`src/rtl/caravel_clock_div_bank.sv`:
```
// Bank of NCH independent programmable clock dividers running from pll_clk.
// Each channel changes its divisor only at a period boundary, stops cleanly, and emits a tick on every rising edge of clk_out.
//
//   state | meaning
//   ------+--------------------------------------------------------------
//   IDLE  | channel stopped, clk_out low, waiting for en
//   RUN   | dividing by act; div/en sampled only when cnt wraps to zero
module caravel_clock_div_bank #(
    parameter int NCH   = 2,
    parameter int WIDTH = 8
) (
    input  logic                 pll_clk,
    input  logic                 resetb,
    input  logic [NCH-1:0]       en,
    input  logic [NCH*WIDTH-1:0] div,
    output logic [NCH-1:0]       clk_out,
    output logic [NCH-1:0]       tick,
    output logic [NCH-1:0]       running,
    output logic [NCH-1:0]       pending
);

    typedef enum logic {
        IDLE = 1'b0,
        RUN  = 1'b1
    } state_t;

    // Divisors 0 and 1 are clamped to 2 so that every output stays registered.
    function automatic logic [WIDTH-1:0] eff_div(input logic [WIDTH-1:0] d);
        return (d < WIDTH'(2)) ? WIDTH'(2) : d;
    endfunction

    for (genvar c = 0; c < NCH; c++) begin : g_ch
        state_t           state_q, state_d;
        logic [WIDTH-1:0] cnt_q, cnt_d;
        logic [WIDTH-1:0] act_q, act_d;
        logic             clk_q, clk_d;
        logic             tick_q, tick_d;
        logic [WIDTH-1:0] div_c;
        logic [WIDTH-1:0] eff_c;
        logic [WIDTH-1:0] high_c;
        logic [WIDTH-1:0] cnt_inc;
        logic             wrap_c;

        assign div_c   = div[c*WIDTH +: WIDTH];
        assign eff_c   = eff_div(div_c);
        assign high_c  = act_q - (act_q >> 1);
        assign cnt_inc = cnt_q + WIDTH'(1);
        assign wrap_c  = (cnt_q == act_q - WIDTH'(1));

        always_ff @(posedge pll_clk or negedge resetb) begin
            if (!resetb) begin
                state_q <= IDLE;
                cnt_q   <= '0;
                act_q   <= WIDTH'(2);
                clk_q   <= 1'b0;
                tick_q  <= 1'b0;
            end else begin
                state_q <= state_d;
                cnt_q   <= cnt_d;
                act_q   <= act_d;
                clk_q   <= clk_d;
                tick_q  <= tick_d;
            end
        end

        always_comb begin
            state_d = state_q;
            cnt_d   = cnt_q;
            act_d   = act_q;
            clk_d   = clk_q;
            tick_d  = 1'b0;
            case (state_q)
                IDLE: begin
                    cnt_d = '0;
                    clk_d = 1'b0;
                    if (en[c]) begin
                        state_d = RUN;
                        act_d   = eff_c;
                        clk_d   = 1'b1;
                        tick_d  = 1'b1;
                    end
                end
                RUN: begin
                    if (!wrap_c) begin
                        cnt_d = cnt_inc;
                        clk_d = (cnt_inc < high_c);
                    end else if (!en[c]) begin
                        // A stop request always beats a divisor change at the wrap.
                        state_d = IDLE;
                        cnt_d   = '0;
                        clk_d   = 1'b0;
                    end else begin
                        act_d  = eff_c;
                        cnt_d  = '0;
                        clk_d  = 1'b1;
                        tick_d = 1'b1;
                    end
                end
                default: begin
                    state_d = IDLE;
                    cnt_d   = '0;
                    clk_d   = 1'b0;
                end
            endcase
        end

        assign clk_out[c] = clk_q;
        assign tick[c]    = tick_q;
        assign running[c] = (state_q == RUN);
        assign pending[c] = (state_q == RUN) && (eff_c != act_q);
    end

endmodule

```
`config.mk`:
```
export PLATFORM = sky130hd
export DESIGN_NAME = caravel_clock_div_bank
export DESIGN_NICKNAME = d
export VERILOG_FILES = /design/src/rtl/caravel_clock_div_bank.sv
export SDC_FILE = /design/constraint.sdc
export NUM_CORES = 1
export LEC_CHECK = 0
export BUFFER_PORTS_ARGS = -buffer_cell sky130_fd_sc_hd__buf_4
export CAP_MARGIN = 20
export CORE_UTILIZATION = 30
export CTS_BUF_LIST = sky130_fd_sc_hd__clkbuf_4
export DETAILED_ROUTE_END_ITERATION = 10
export GPL_ROUTABILITY_DRIVEN = 0
export MAX_ROUTING_LAYER = met4
export PLACE_DENSITY = 0.52
export SLEW_MARGIN = 25
export SYNTH_ARGS = -nofsm -noshare
export SYNTH_HDL_FRONTEND = slang
export SYNTH_SLANG_ARGS = --single-unit
```
`constraint.sdc`:
```
create_clock -name pll_clk -period 5.35 [get_ports pll_clk]
set_input_delay 0.535 -clock pll_clk [delete_from_list [all_inputs] [get_ports pll_clk]]
set_output_delay 0.535 -clock pll_clk [all_outputs]
set_load 0.03 [all_outputs]
```
==> results of run 1 <==
state kept, by name (all words and copies together), names as in the netlist:
register,cells
g_ch.act_q,16
g_ch.clk_q,2
g_ch.cnt_q,16
g_ch.state_q,2
g_ch.tick_q,2
worst max-delay path, cell delays in order (launching register included):
cell and delay [ns]:
dfstp_2 0.61, inv_1 0.09, ha_1 0.21, nor2b_1 0.14, xnor2_1 0.16, nand4_1 0.09
o41a_1 0.58, nor2b_1 0.82, mux2_2 0.42
cell usage after synthesis, types with 2 or more instances:
master	number	share of area, %
and3_1	2	0.39
nand2b_1	4	0.78
and2_1	8	1.6
mux2i_1	4	1.3
nand4_1	2	0.39
fa_1	2	1.3
nand2_1	11	1.3
mux2_4	6	2.8
a21oi_1	12	1.9
nor4_1	4	0.78
mux2_2	6	2.1
nor2b_1	10	2.0
dfrtp_1	36	28
o21ai_0	7	1.1
ha_1	46	18
clkbuf_1	2	0.23
o31a_1	2	0.55
a21boi_0	5	1.2
nor2_1	14	1.6
inv_1	28	3.3
o21bai_1	2	0.47
o21ba_2	2	0.63
xor2_1	30	8.2
dfstp_2	2	1.6
nand3_1	10	1.6
buf_4	7	1.6
nand3b_1	2	0.47
xnor2_1	35	9.6
nor3_1	2	0.31
a221oi_1	2	0.55
per-stage QoR:
step / instance area [sq um] / hold WS (ns) / util [%]
after floorplan: 3200 / 0.239 / -
after global placement: 3500 / 0.543 / 33.9
after detailed placement: 3500 / 0.550 / 33.9
after CTS: 3580 / 0.142 / 34.6
after global routing: 3590 / 0.153 / 34.7
final: 3590 / 0.126 / 34.7
layout make-up:
cell class                      count  area (sq um)  share of cell area [%]
Multi-Input combinational cell    244          2080                    57.9
Sequential cell                    38           953                    26.6
Timing Repair Buffer               27           203                    5.65
Tap cell                          136           170                    4.74
Inverter                           28           105                    2.93
Clock inverter                      3          40.0                    1.12
Clock buffer                        5          37.5                    1.05
worst max-delay path by stage:
stage | start | endpoint | slack [ns] | depth (start not counted)
after floorplan | g_ch[0].act_q[1] | g_ch[0].clk_q | 2.50 | 14
after global placement | g_ch[1].act_q[2] | g_ch[1].act_q[4] | 2.05 | 8
after detailed placement | g_ch[1].act_q[2] | g_ch[1].act_q[7] | 1.93 | 8
after CTS | g_ch[1].act_q[2] | g_ch[1].act_q[5] | 1.92 | 8
after global routing | g_ch[0].act_q[1] | g_ch[0].act_q[6] | 1.88 | 8
final | g_ch[0].act_q[1] | g_ch[0].act_q[6] | 2.12 | 8
cells by family (layout without fill, tap and decap cells):
group | count (synthesis) | count (layout)
XOR/XNOR | 65 | 65
AO/OA/AOI/OAI | 43 | 43
flip-flops | 38 | 38
buffers and inverters | 39 | 63
AND/OR/NAND/NOR | 71 | 71
multiplexers | 17 | 17
adder cells (fa/ha/maj) | 48 | 48
metal layers:
metal	up-vias	GRT usage [%]
met3	7	2.16
met4	0	2.72
met2	29	22.1
li1	1111	-
met5	-	-
met1	1049	17.5
==> run metrics, run 1 <==
top flip-flop cell by instance count after synthesis dfrtp_1; Area Overhead vs Synth 12.0%; XOR/XNOR Fraction of Synth Area 17.8%; vias per std cell 4.57; Slew Limit Fails 0; most frequent cells in the layout 46 x ha_1, 36 x dfrtp_1, 35 x xnor2_1, 30 x xor2_1, 28 x inv_1; largest net degree at the start of global routing 39; WL met1 3210 um; post-route minimum period 3.23 ns; Wirelength per Cell 14.0 um; top-level port count 28; clock skew 0.0128 ns; Sink Count 38; flops & latches, synth 38; worst setup path class flip-flop to flip-flop; Yosys warning total 0; pre-CTS WS 1.93 ns; PortBufs 27; CTS resizes 0; Final ANT Viol Nets 0; Synth Instances 321; CTS Buf Count 5; uppermost layer routed met4; post-synthesis adder-cell area fraction 19.2%; H-tree depth 2; endpoints failing hold 0; Die Wd 105 um; number of flops mapped to enable cells by yosys 0; 1st-iter DRT viols 50; Post-CTS Setup Bufs 0; worst-case clock buffer depth 2; All-Layer GR Usage 13.5%; Post-Synth Simple-Gate Area 11.6%; CTS tree yes; Post-Syn Nets 389; share of layout cells above drive strength 1 15.9%; Post-Layout Cell Count 481; Crit. End Element flip-flop; WL met3 187 um; Final period util 60.4%; critical path arrival 3.47 ns; hold buffers post-CTS 0; # fillers 1,069; Clk pin slew, worst setup/hold paths 0.13 ns; grt total ovfl 0; main combinational cell family by area after synthesis adder cells; reg2reg start g_ch[0].act_q[1]; async set-reset flop share out of synthesis 100%; first-pass GRT wire length 11,500 um; multiplexer share of the synthesized area 6.53%; reg2reg setup slack 2.12 ns; setup violators final 0; Max-slew headroom 34.5%; core area 10,300 sq um; Worst EP required 5.59 ns; register area share after synthesis 29.8%; worst skew pair latency 0.35 ns; DP HPWL 5370 um; CP max FO 11; Die Span Y 105 um; r2r endpoint g_ch[0].act_q[6]; # rows 37; max_cap viols 0; First-pass DRT Iterations 4; Compound-Gate Fraction of Synth Area 9.46%; met2 WL 3270 um; Starting Density 31.0%; Remaining DRCs 0; Worst-Margin Slew 0.980 ns; initial antenna violation count 0; DP Cell Count 473; Syn Area/Cell 9.97 sq um; worst setup margin 2.12 ns; Max Fclk 309 MHz; Die Area 11,100 sq um; Worst Reg-to-Reg Cells 8; Netlist Area Pre-Place 3200 sq um; CTS root buffer clkbuf_4; Netlist cell types 46; commonest non-fill, non-tap cell in the layout ha_1; final net count 412; DR vias 2,196; final wirelength 6720 um; crit path launch type flip-flop; Worst Hold Class input port to async pin; vias in the first global route 2,330; Sum Neg Setup Slack 0 ns; outcome complete, no violations; Antenna diodes 0; RSZ-0062 raised after global routing false
Power of run 1 is left out: the tool's default activity adds up to more than one toggle a clock period on the data nets, which glitch-free logic cannot reach.
==> run 2, diff against run 1 <==
ABC_AREA = 1   (was not set)
clock period = 3.1 ns   (was 5.35 ns; I/O delays follow)
==> run metrics, run 2 <==
Worst-Margin Slew 0.536 ns; share of layout cells above drive strength 1 10.2%; H-tree depth 2; CP cell instances inv_1, ha_1, o31ai_1, a21oi_1, o21ai_0, xor2_1, ha_1, a21oi_1, nand2_1, nand2_1, nand4_1, nand2_1; initial antenna violation count 0; slowest stage delay, CP 0.61 ns; clock skew 0.00329 ns; reg2reg setup slack 0.37 ns; Die Wd 112 um; Synth area leaders dfrtp_1 25%, nand2_1 16%, ha_1 16%; Psw 0.000218 W; 1st-iter DRT viols 118; share of the synthesized area in the top cell type 25.0%; Worst EP required 3.41 ns; CP max FO 6; Worst Reg-to-Reg Cells 12; Post-Syn Nets 585; largest area contributor in the netlist dfrtp_1; Syn Area/Cell 6.97 sq um; met1 layer usage reported by global route 17.2%; Antenna diodes 0; crit path launch type flip-flop; first-pass GRT wire length 15,100 um; critical path arrival 3.04 ns; vias in the first global route 3,291; flops & latches, synth 38; Slew Limit Fails 0; list of most frequent post-synthesis cells 154 x nand2_1, 83 x inv_1, 48 x nor2_1; Crit. End Element flip-flop; grt total ovfl 0; Netlist cell types 34; Final ANT Viol Nets 0; most common cell in the synthesized netlist nand2_1; # rows 39; CTS resizes 0; worst skew pair latency 0.36 ns; r2r endpoint g_ch[0].clk_q; post-route minimum period 2.73 ns; number of flops mapped to enable cells by yosys 0; vias per std cell 4.59; Final Core Density 34.6%; DR vias 3,142; CP startpoint g_ch[0].act_q[1]; combinational fraction of design power 6.1%; setup violators final 0; Clk pin slew, worst setup/hold paths 0.12 ns; RSZ-0062 raised after global routing false; Peak supply drop 0.166 mV; max_cap viols 0; register area share after synthesis 26.4%; largest net degree at the start of global routing 39; DP HPWL 6940 um; clock share of power 43.7%; Post-CTS Setup Bufs 0; CTS tree yes; hold buffers post-CTS 1; top flip-flop cell by instance count after synthesis dfrtp_1; Leak Pwr 2.18 nW; Yosys warning total 0; CP Capture Point g_ch[0].clk_q; PortBufs 27; core area 11,600 sq um; Remaining DRCs 0; Netlist Area Pre-Place 3610 sq um; most frequent cells in the layout 154 x nand2_1, 83 x inv_1, 48 x nor2_1, 46 x ha_1, 37 x nand3_1; P_int 0.000769 W; async set-reset flop share out of synthesis 100%; commonest non-fill, non-tap cell in the layout nand2_1; Final period util 88.2%; outcome complete, no violations; worst-case clock buffer depth 2; PwrDens 247 nW/um^2; Sink Count 38; Sum Neg Setup Slack 0 ns; worst setup path class flip-flop to flip-flop; final net count 608; final wirelength 8700 um; register area 953 sq um; Max Fclk 366 MHz; CTS Buf Count 5; endpoints failing hold 0; CTS root buffer clkbuf_4; area of the multi-input gates 2230 sq um; CP max stage cell dfstp_2; First-pass DRT Iterations 5; met2 Use GR 28.5%; Seq pwr share 50.2%; Starting Density 31.2%; Max-slew headroom 64.3%; Area Overhead vs Synth 11.0%; Synth Instances 517; Die Area 12,500 sq um; reg2reg start g_ch[0].act_q[1]; biggest regs g_ch.act_q: 16 flops, g_ch.cnt_q: 16 flops; Die Span Y 112 um; # fillers 1,249; top-level port count 28; global route hottest layer met2; crit-path most repeated cell nand2_1; switch share 22.1%; met3 usage 2.23%; Wirelength per Cell 12.7 um; All-Layer GR Usage 15.7%; Worst Hold Class input port to flip-flop
run 2: cell count changes after synthesis, moves of 4 or more:
cell and change:
nand2_1 +143, inv_1 +55, nor2_1 +34, xnor2_1 -29
nand3_1 +27, nor2b_1 -10, and2_1 -8, a21oi_1 +6
mux2_2 -6, mux2_4 -6, xor2_1 -6, mux2i_1 -4
nand2b_1 -4
run 2: layout make-up:
cell class	count	share of cell area [%]
inverter	86	8.07
timing repair buffer	28	5.31
multi-input combinational	381	55.8
clock inverter	3	1.59
clock buffer	5	0.938
tap	143	4.47
sequential	38	23.8
run 2: logic make-up after synthesis:
group / synth area share, %
and+or+nand+nor: 32.4
buffers and inverters: 11.6
adders and majority gates: 17.1
DFF: 26.4
AOI/OAI and AO/OA: 5.14
xor gates and xnor gates: 7.29
run 2: power groups by stage:
stage,clock network [W],registers [W],logic [W]
finish,0.000432,0.000496,0.0000598
floorplan,0,0.000505,0.0000199
global placement,0,0.000505,0.0000603
detailed placement,0,0.000505,0.0000603
CTS,0.000453,0.000496,0.0000616
global route,0.000467,0.000496,0.0000673
run 2: how the worst min path moves through the flow:
stage / startpoint / slack (ns) / cells after the start / end
2_1_floorplan: resetb / 0.01 / 0 / g_ch[0].act_q[0]
6_report: div[12] / 0.19 / 3 / g_ch[1].act_q[4]
5_1_grt: div[7] / 0.18 / 3 / g_ch[0].act_q[7]
4_1_cts: div[12] / 0.16 / 3 / g_ch[1].act_q[4]
3_3_place_gp: resetb / 0.33 / 1 / g_ch[0].act_q[3]
3_5_place_dp: resetb / 0.34 / 1 / g_ch[0].act_q[2]
run 2: through the flow:
stage | instances | worst slack (ns) | hold slack (ns) | total power [W] | area (sq um)
6_report | 684 | 0.365 | 0.188 | 0.000987 | 4000
5_1_grt | 684 | 0.160 | 0.185 | 0.00103 | 4000
4_1_cts | 684 | 0.395 | 0.164 | 0.00101 | 4000
3_5_place_dp | 675 | 0.429 | 0.339 | 0.000565 | 3890
3_3_place_gp | 675 | 0.510 | 0.333 | 0.000565 | 3890
2_1_floorplan | 517 | 0.689 | 0.0144 | 0.000525 | 3610
run 2: worst max-delay path, delay by kind of cell, from the launching register on:
family | cells | cell delay [ns]
AO/OA/AOI/OAI | 4 | 0.95
flip-flops | 1 | 0.61
adder cells (fa/ha/maj) | 2 | 0.57
AND/OR/NAND/NOR | 4 | 0.27
XOR/XNOR | 1 | 0.19
buffers and inverters | 1 | 0.09
run 2: per-layer routing:
layer	share of wire (%)	wire length (um)
met4	2.7	235
met1	45	3920
met5	0	0
met2	50	4320
met3	2.5	214
Note: power is estimated with default switching activity, not from simulation.
